[src/rtl/nvram_save_scheduler_pkg.sv]
// Shared types and helpers for the NVRAM save/load request scheduler.
package nvram_save_scheduler_pkg;

  typedef enum logic [1:0] {IDLE, ISSUE, GUARD, WAIT} sched_state_t;
  typedef enum logic {LOAD, SAVE} req_kind_t;

  localparam int MS_W = 16;

  function automatic logic [MS_W-1:0] sat_inc(input logic [MS_W-1:0] v);
    return (v == '1) ? v : v + 1'b1;
  endfunction

endpackage

[src/rtl/nvram_save_scheduler_ms_ticker.sv]
// Free-running 1 ms prescaler; o_tick is high for one cycle each time the count wraps.
module nvram_save_scheduler_ms_ticker #(
  parameter int CLK_HZ = 21477270
) (
  input  logic i_clk,
  input  logic i_reset_n,
  output logic o_tick
);

  localparam int DIV = (CLK_HZ / 1000 < 1) ? 1 : CLK_HZ / 1000;
  localparam int CW  = (DIV > 1) ? $clog2(DIV) : 1;

  logic [CW-1:0] r_cnt;
  logic          w_wrap;

  assign w_wrap = (r_cnt == CW'(DIV - 1));
  assign o_tick = w_wrap;

  always_ff @(posedge i_clk) begin
    if (!i_reset_n) begin
      r_cnt <= '0;
    end else if (w_wrap) begin
      r_cnt <= '0;
    end else begin
      r_cnt <= r_cnt + 1'b1;
    end
  end

endmodule

[src/rtl/nvram_save_scheduler.sv]
// Issues load/save pulses to nvram_backup on mounts, OSD requests and autosave timeouts,
// one at a time, waiting out the engine's busy flag between requests.
module nvram_save_scheduler
  import nvram_save_scheduler_pkg::*;
#(
  parameter int CLK_HZ  = 21477270,
  parameter int IDLE_MS = 2000,
  parameter int MAX_MS  = 10000
) (
  input  logic         i_clk,
  input  logic         i_reset_n,
  input  logic [3:0]   i_img_mounted,
  input  logic         i_img_readonly,
  input  logic [3:0]   i_sram_wr,
  input  logic         i_osd_save,
  input  logic         i_autosave_en,
  input  logic         i_backup_busy,
  output logic         o_load_req,
  output logic         o_save_req,
  output logic [3:0]   o_dirty,
  output logic         o_busy,
  output sched_state_t o_state
);

  // Handshake: o_load_req/o_save_req are single-cycle pulses; the engine raises
  // i_backup_busy a couple of cycles later and holds it until the job is done.

  sched_state_t    r_state;
  req_kind_t       r_kind;
  logic            r_guard;
  logic            r_load_req, r_save_req, r_busy;
  logic [3:0]      r_dirty;
  logic [MS_W-1:0] r_idle_ms, r_age_ms;
  logic            r_load_pend, r_save_pend, r_osd_q;

  logic w_tick, w_mount, w_osd_rise, w_issue_load, w_issue_save, w_autosave;

  nvram_save_scheduler_ms_ticker #(.CLK_HZ(CLK_HZ)) u_ticker (
    .i_clk     (i_clk),
    .i_reset_n (i_reset_n),
    .o_tick    (w_tick)
  );

  assign w_mount      = (|i_img_mounted) & ~i_img_readonly;
  assign w_osd_rise   = i_osd_save & ~r_osd_q;
  assign w_issue_load = (r_state == ISSUE) && (r_kind == LOAD);
  assign w_issue_save = (r_state == ISSUE) && (r_kind == SAVE);
  assign w_autosave   = i_autosave_en && (r_dirty != 4'b0) &&
                        ((r_idle_ms >= MS_W'(IDLE_MS)) || (r_age_ms >= MS_W'(MAX_MS)));

  always_ff @(posedge i_clk) begin
    if (!i_reset_n) begin
      r_osd_q     <= 1'b0;
      r_dirty     <= 4'b0;
      r_idle_ms   <= '0;
      r_age_ms    <= '0;
      r_load_pend <= 1'b0;
      r_save_pend <= 1'b0;
    end else begin
      r_osd_q <= i_osd_save;
      // A write landing in the save-issue cycle re-marks its channel.
      r_dirty <= (w_issue_save ? 4'b0 : r_dirty) | i_sram_wr;
      if ((|i_sram_wr) || (r_dirty == 4'b0)) begin
        r_idle_ms <= '0;
      end else if (w_tick) begin
        r_idle_ms <= sat_inc(r_idle_ms);
      end
      if (r_dirty == 4'b0) begin
        r_age_ms <= '0;
      end else if (w_tick) begin
        r_age_ms <= sat_inc(r_age_ms);
      end
      r_load_pend <= (r_load_pend & ~w_issue_load) | w_mount;
      r_save_pend <= (r_save_pend & ~w_issue_save) | w_osd_rise;
    end
  end

  always_ff @(posedge i_clk) begin
    if (!i_reset_n) begin
      r_state    <= IDLE;
      r_kind     <= LOAD;
      r_guard    <= 1'b0;
      r_load_req <= 1'b0;
      r_save_req <= 1'b0;
      r_busy     <= 1'b0;
    end else begin
      r_load_req <= 1'b0;
      r_save_req <= 1'b0;
      case (r_state)
        IDLE: begin
          if (r_load_pend) begin
            r_state <= ISSUE;
            r_kind  <= LOAD;
            r_busy  <= 1'b1;
          end else if (r_save_pend || w_autosave) begin
            r_state <= ISSUE;
            r_kind  <= SAVE;
            r_busy  <= 1'b1;
          end
        end
        ISSUE: begin
          r_load_req <= (r_kind == LOAD);
          r_save_req <= (r_kind == SAVE);
          r_guard    <= 1'b0;
          r_state    <= GUARD;
        end
        // Busy is not yet valid here: the engine needs two cycles to see the pulse.
        GUARD: begin
          if (r_guard) r_state <= WAIT;
          else         r_guard <= 1'b1;
        end
        WAIT: begin
          if (!i_backup_busy) begin
            r_state <= IDLE;
            r_busy  <= 1'b0;
          end
        end
        default: begin
          r_state <= IDLE;
          r_busy  <= 1'b0;
        end
      endcase
    end
  end

  assign o_load_req = r_load_req;
  assign o_save_req = r_save_req;
  assign o_dirty    = r_dirty;
  assign o_busy     = r_busy;
  assign o_state    = r_state;

endmodule

[config.mk]
export PLATFORM = sky130hd
export DESIGN_NAME = nvram_save_scheduler
export DESIGN_NICKNAME = d
export VERILOG_FILES = /design/src/rtl/nvram_save_scheduler_pkg.sv /design/src/rtl/nvram_save_scheduler_ms_ticker.sv /design/src/rtl/nvram_save_scheduler.sv
export SDC_FILE = /design/constraint.sdc
export NUM_CORES = 1
export LEC_CHECK = 0
export ABC_AREA = 1
export CORE_AREA = 2 2 80 112
export DETAILED_ROUTE_END_ITERATION = 8
export DIE_AREA = 0 0 82 114
export GPL_TIMING_DRIVEN = 1
export PLACE_DENSITY_LB_ADDON = 0.15
export SKIP_CTS_REPAIR_TIMING = 1
export SKIP_LAST_GASP = 1
export SLEW_MARGIN = 40
export SYNTH_ARGS = -nofsm -noshare
export SYNTH_HDL_FRONTEND = slang
export SYNTH_SLANG_ARGS = --single-unit
[constraint.sdc]
create_clock -name i_clk -period 1.6 [get_ports i_clk]
set_clock_uncertainty 0.1 [all_clocks]
set_input_delay 0.48 -clock i_clk [delete_from_list [all_inputs] [get_ports i_clk]]
set_output_delay 0.48 -clock i_clk [all_outputs]
set_load 0.005 [all_outputs]
# Word level (Yosys, flattened, before mapping)
# Cells that the tools add are included.
# Widths: inputs -> output; s select.
# word_totals
reg_bits	61
# op_classes
add_sub_neg	3
n_lt_le_gt_ge	2
n_eq_ne	9
muxes	12
bitwise	15
n_reduce_logical	24
# op_table
op	count
$add 16x1->16 const B	2
$eq 16x16->1 const B	2
$ge 16x11->1 const B	1
$ge 16x14->1 const B	1
$add 15x1->15 const B	1
$eq 15x15->1 const B	1
$mux 2	4
$not 1->1	8
$pmux 2 s4	1
$reduce_and 2->1	4
$reduce_or 4->1	2
$reduce_and 3->1	2
$reduce_bool 2->1	3
$reduce_or 2->1	3
$and 1x1->1	4
$eq 2x2->1 const B	2
$logic_and 1x1->1	4
$logic_not 4->1	1
$mux 1	4
$mux 4	1
$ne 2x2->1 const B	2
$or 4x4->4	1
$pmux 1 s2	2
$reduce_bool 4->1	1
other kinds (5)	8

# Depth between registers and ports, before layout
# depth
word_depth	7
depth_mapped	12
mapped_depth_nobuf	12

# By module
# From an unflattened synthesis, not the netlist that was laid out.
# unflattened
hier_cells	481
area_unflattened_um2	3360.7
# by_module_without_submodules
mod	n_inst	cells_per_inst	area_each_um2	seq_area_each_um2
nvram_save_scheduler	1	342	2431.1	920.9
nvram_save_scheduler_ms_ticker	1	139	929.6	300.3

# Worst setup path before layout
# Ideal clock, no wire load.
# synth_path
kind	register to register
from	register r_idle_ms[0]
to	register r_idle_ms[4]
setup_ns	0.121
arrival_time_ns	1.373
required_ns	1.379
path_slack_ns	0.006
path_stages_with_launch	9
n_path_buf	0
period_less_slack_ns	1.594
cell_sequence	dfxtp_1 -> ha_1 -> nand3_1 -> inv_1 -> nand4_1 -> o21ai_2 -> nor2_1 -> o21ai_0 -> a21oi_1
# synth_between
elab_chain_cells	3
# synth_lines
item	line	text
from (decl)	nvram_save_scheduler.sv:33	logic [MS_W-1:0] r_idle_ms, r_age_ms;
from (signal assigned)	nvram_save_scheduler.sv:66	r_idle_ms <= sat_inc(r_idle_ms);
branches (longest 3 deep; another with $add 16x1->16)	n/a	
# Several ways; the timed one is not identified.
# A chain may end at the register's enable or synchronous reset.

# Worst setup path after layout
# layout_path
from	register u_ticker.r_cnt[1]
to	register u_ticker.r_cnt[14]
# layout_between
elab_chain_cells	2
# layout_lines
item	line	text
from (decl)	nvram_save_scheduler_ms_ticker.sv:13	logic [CW-1:0] r_cnt;
from (signal assigned)	nvram_save_scheduler_ms_ticker.sv:25	r_cnt <= r_cnt + 1'b1;
branches (longest 2 deep; another with $add 15x1->15)	n/a	
# Several ways; the timed one is not identified.

==> impl_metrics.toml <==
[status]
outcome = "finished, violations left"
violations_in_the_final_reports = "negative setup slack"

[route]
routed-via-count = 3305
drt-pass1-iter-count = 5
ant_nets = 0
drc = 0
routed_via_density = 4.832
avgRoutedWirePerCell_um = 12.54
drt_first_iter_violations = 104
wirelength_mm = 8.576

[global_routing]
globalRoute.totalOverflow = 0
via_count_of_the_first_global_routing_pass = 3073
grt_start_max_net_pins = 13
global_route_wire_length_before_repair_mm = 13.30
grt_antenna_before_repair = 0
grt_util_all_layers = 0.1822

[power]
irDropWorstVdd_v = 0.0006802
powerDensity_nw_per_um2 = 861.1
power.leakage_uw = 0.002148
finalPower_uw = 4415

[clock_network]
clockBufferDepth = 2
tritoncts = "built"
cts-root-buf = "sky130_fd_sc_hd__clkbuf_16"
worst_skew_pair.late_latency_ps = 330
clock_slew_at_reported_path_ffs_ps = 50
tritoncts_num_sinks = 61
cts_max_level = 3
cts_buffers = 9

[synth]
top_cells_by_area_in_the_synthesized_netlist = "sky130_fd_sc_hd__dfxtp_1 (38%), sky130_fd_sc_hd__nand2_1 (12%), sky130_fd_sc_hd__a21oi_1 (6.8%)"
number_of_different_library_cells_in_the_post_synthesis_netlist = 33
synth_top_cell_area_share = 0.3757
synth_xor_area_frac = 0.05928
synth_area_um2 = 3251
synthAdderAreaFrac = 0.04234
synth_seq_area_share = 0.3757
synth.ff_latch_count = 61
yosys_warnings = 0
syn-num-nets = 491
dominant_combinational_cell_family_by_area_after_synthesis = "simple AND/OR/NAND/NOR gates"
syn-instance-count = 466
synthDominantAreaCellType = "sky130_fd_sc_hd__dfxtp_1"
syn_area_per_cell_um2 = 6.976
synthMuxAreaShare = 0
synth_compound_gate_area_share = 0.1005
post_synth_simple_gate_area = 0.3383

[sta]
rsz0062_at_grt = "true"
timing.final.hold_violations = 0
post-route-period-util = 1.073
max_slew_margin = 0.7261
timing.fmax_mhz = 582.3
timing.final.max_slew_violations = 0
timing.final.crit_period_ps = 1717
setup_violations = 17
finalWorstSetupSlack_ps = -117.3
tightestPinTransition_ps = 407.2

[final_layout]
layout.cells.most_common = "sky130_fd_sc_hd__nand2_1"
drive_gt1_frac = 0.3972
finalCoreUtilization = 0.6098
antennaDiodeCount = 0
layout.cells.most_common_list = "sky130_fd_sc_hd__nand2_1 (83), sky130_fd_sc_hd__buf_4 (63), sky130_fd_sc_hd__inv_1 (53), sky130_fd_sc_hd__nor2_1 (47), sky130_fd_sc_hd__dfxtp_1 (40)"
finalNonFillerCells = 684
fin_nets = 599
areaGrowthSynthToFinish_pct = 57.74

[critical_path]
worst_path_max_delay_cell = "sky130_fd_sc_hd__dfxtp_2"
cp_data_arrival_time_ps = 1870
critical_path.most_common_cell = "sky130_fd_sc_hd__nor2_4"
path_class = "register to register"
category_of_the_worst_setup_path_capture_point = "register"
start_kind = "register"
worstPathMaxFanout = 3
cpPeakStageDelay_ps = 340
crit_path_cell_trace = "buf_6 -> ha_4 -> nand2_4 -> nor2_4 -> inv_2 -> nor2_4 -> nand3_2 -> nor2_4 -> nand3_4 -> o21ai_2 -> nor3b_2"
timing.critical_path.max_delay_family = "simple AND/OR/NAND/NOR gates"
cp_num_buf_inv = 2
critical_path_required_ps = 1760

[floorplanning]
design.core.area_um2 = 8408
initial_utilization = 0.3866
die-width_um = 82
die_area_um2 = 9348
fp-row-count = 40
fp.dieH_um = 114
number_of_top_level_pins = 23

[flow_run]
drv.max_cap_violation_count = 0

[placed_design]
pre_cts_slack_ps = -322.1
port_buffers = 22
routabilityCongestion = 0.8335
hpwlAfterDp_mm = 5.872
placed_cells_incl_taps = 653

[worst_hold_path]
worst_hold_path_type = "register to register"
cell families after synthesis:
group | after synthesis
and+or+nand+nor | 241
buffers and inverters | 70
AOI/OAI and AO/OA | 61
DFF | 61
xor gates and xnor gates | 22
adders and majority gates | 11
worst register-to-register path: stages (launching register included):
cell and delay, ps:
sky130_fd_sc_hd__dfxtp_2 340, sky130_fd_sc_hd__buf_6 100, sky130_fd_sc_hd__ha_4 140, sky130_fd_sc_hd__nand2_4 50, sky130_fd_sc_hd__nor2_4 100, sky130_fd_sc_hd__inv_2 50, sky130_fd_sc_hd__nor2_4 110, sky130_fd_sc_hd__nand3_2 100
sky130_fd_sc_hd__nor2_4 180, sky130_fd_sc_hd__nand3_4 110, sky130_fd_sc_hd__o21ai_2 130, sky130_fd_sc_hd__nor3b_2 150
where the power goes:
| part | internal [uW] | total (uW) | switching (uW) |
|---|---|---|---|
| logic | 360 | 733 | 373 |
| clock network | 1330 | 2020 | 689 |
| registers | 1600 | 1660 | 60.2 |
per-layer routing:
| metal | global-route usage | part of all wire | wire length, um |
|---|---|---|---|
| met1 | 0.2115 | 0.41 | 3538 |
| met2 | 0.3106 | 0.53 | 4585 |
| met3 | 0.03165 | 0.024 | 204 |
| met4 | 0.09889 | 0.029 | 248 |
| met5 | 0 | 0 | 0 |
Yosys cell counts (all sizes together):
cell type / count
nand2: 112
a211oi: 1
buf: 3
o21ai: 14
dfxtp: 61
nor3b: 3
nor2: 62
nand3b: 1
or2: 2
nor4: 7
clkinv: 1
clkbuf: 1
xnor2: 8
o41ai: 1
ha: 11
xor2: 14
nor3: 14
inv: 65
a21oi: 45
nand3: 29
nand4: 11
metrics by stage:
stage               area, um2  setup TNS (ps)  hold slack (ps)
CTS                      4383           -5182            320.7
detailed placement       4070          -11550            312.8
global route             5127           -5540            352.3
global placement         4070           -9972            306.1
finish                   5127          -718.2            315.7
floorplan                3251               0            298.8
registers in the layout, summed over array words and instances (netlist names):
signal          flops
r_age_ms           16
r_idle_ms          16
u_ticker.r_cnt     15
o_dirty             4
o_state             2
o_busy              1
o_load_req          1
o_save_req          1
r_guard             1
r_kind              1
r_load_pend         1
r_osd_q             1
r_save_pend         1
final cells by class:
cell class,count,area [um2]
Clock buffer,13,270.3
Clock inverter,3,42.54
Fill cell,746,3281
Inverter,66,275.3
Multi-Input combinational cell,335,2248
Sequential cell,61,1255
Tap cell,105,131.4
Timing Repair Buffer,99,890.9
Timing Repair inverter,2,13.76
worst paths after layout:
| kind | startpoint | cells past startpoint | slack (ps) | to |
|---|---|---|---|---|
| hold reg to reg | r_osd_q | 1 | 320 | r_save_pend |
| hold / removal | r_osd_q | 1 | 320 | r_save_pend |
| setup reg to reg | u_ticker.r_cnt[1] | 11 | -120 | u_ticker.r_cnt[14] |
| setup / recovery | u_ticker.r_cnt[1] | 11 | -120 | u_ticker.r_cnt[14] |
Note: power is estimated with default switching activity, not from simulation.
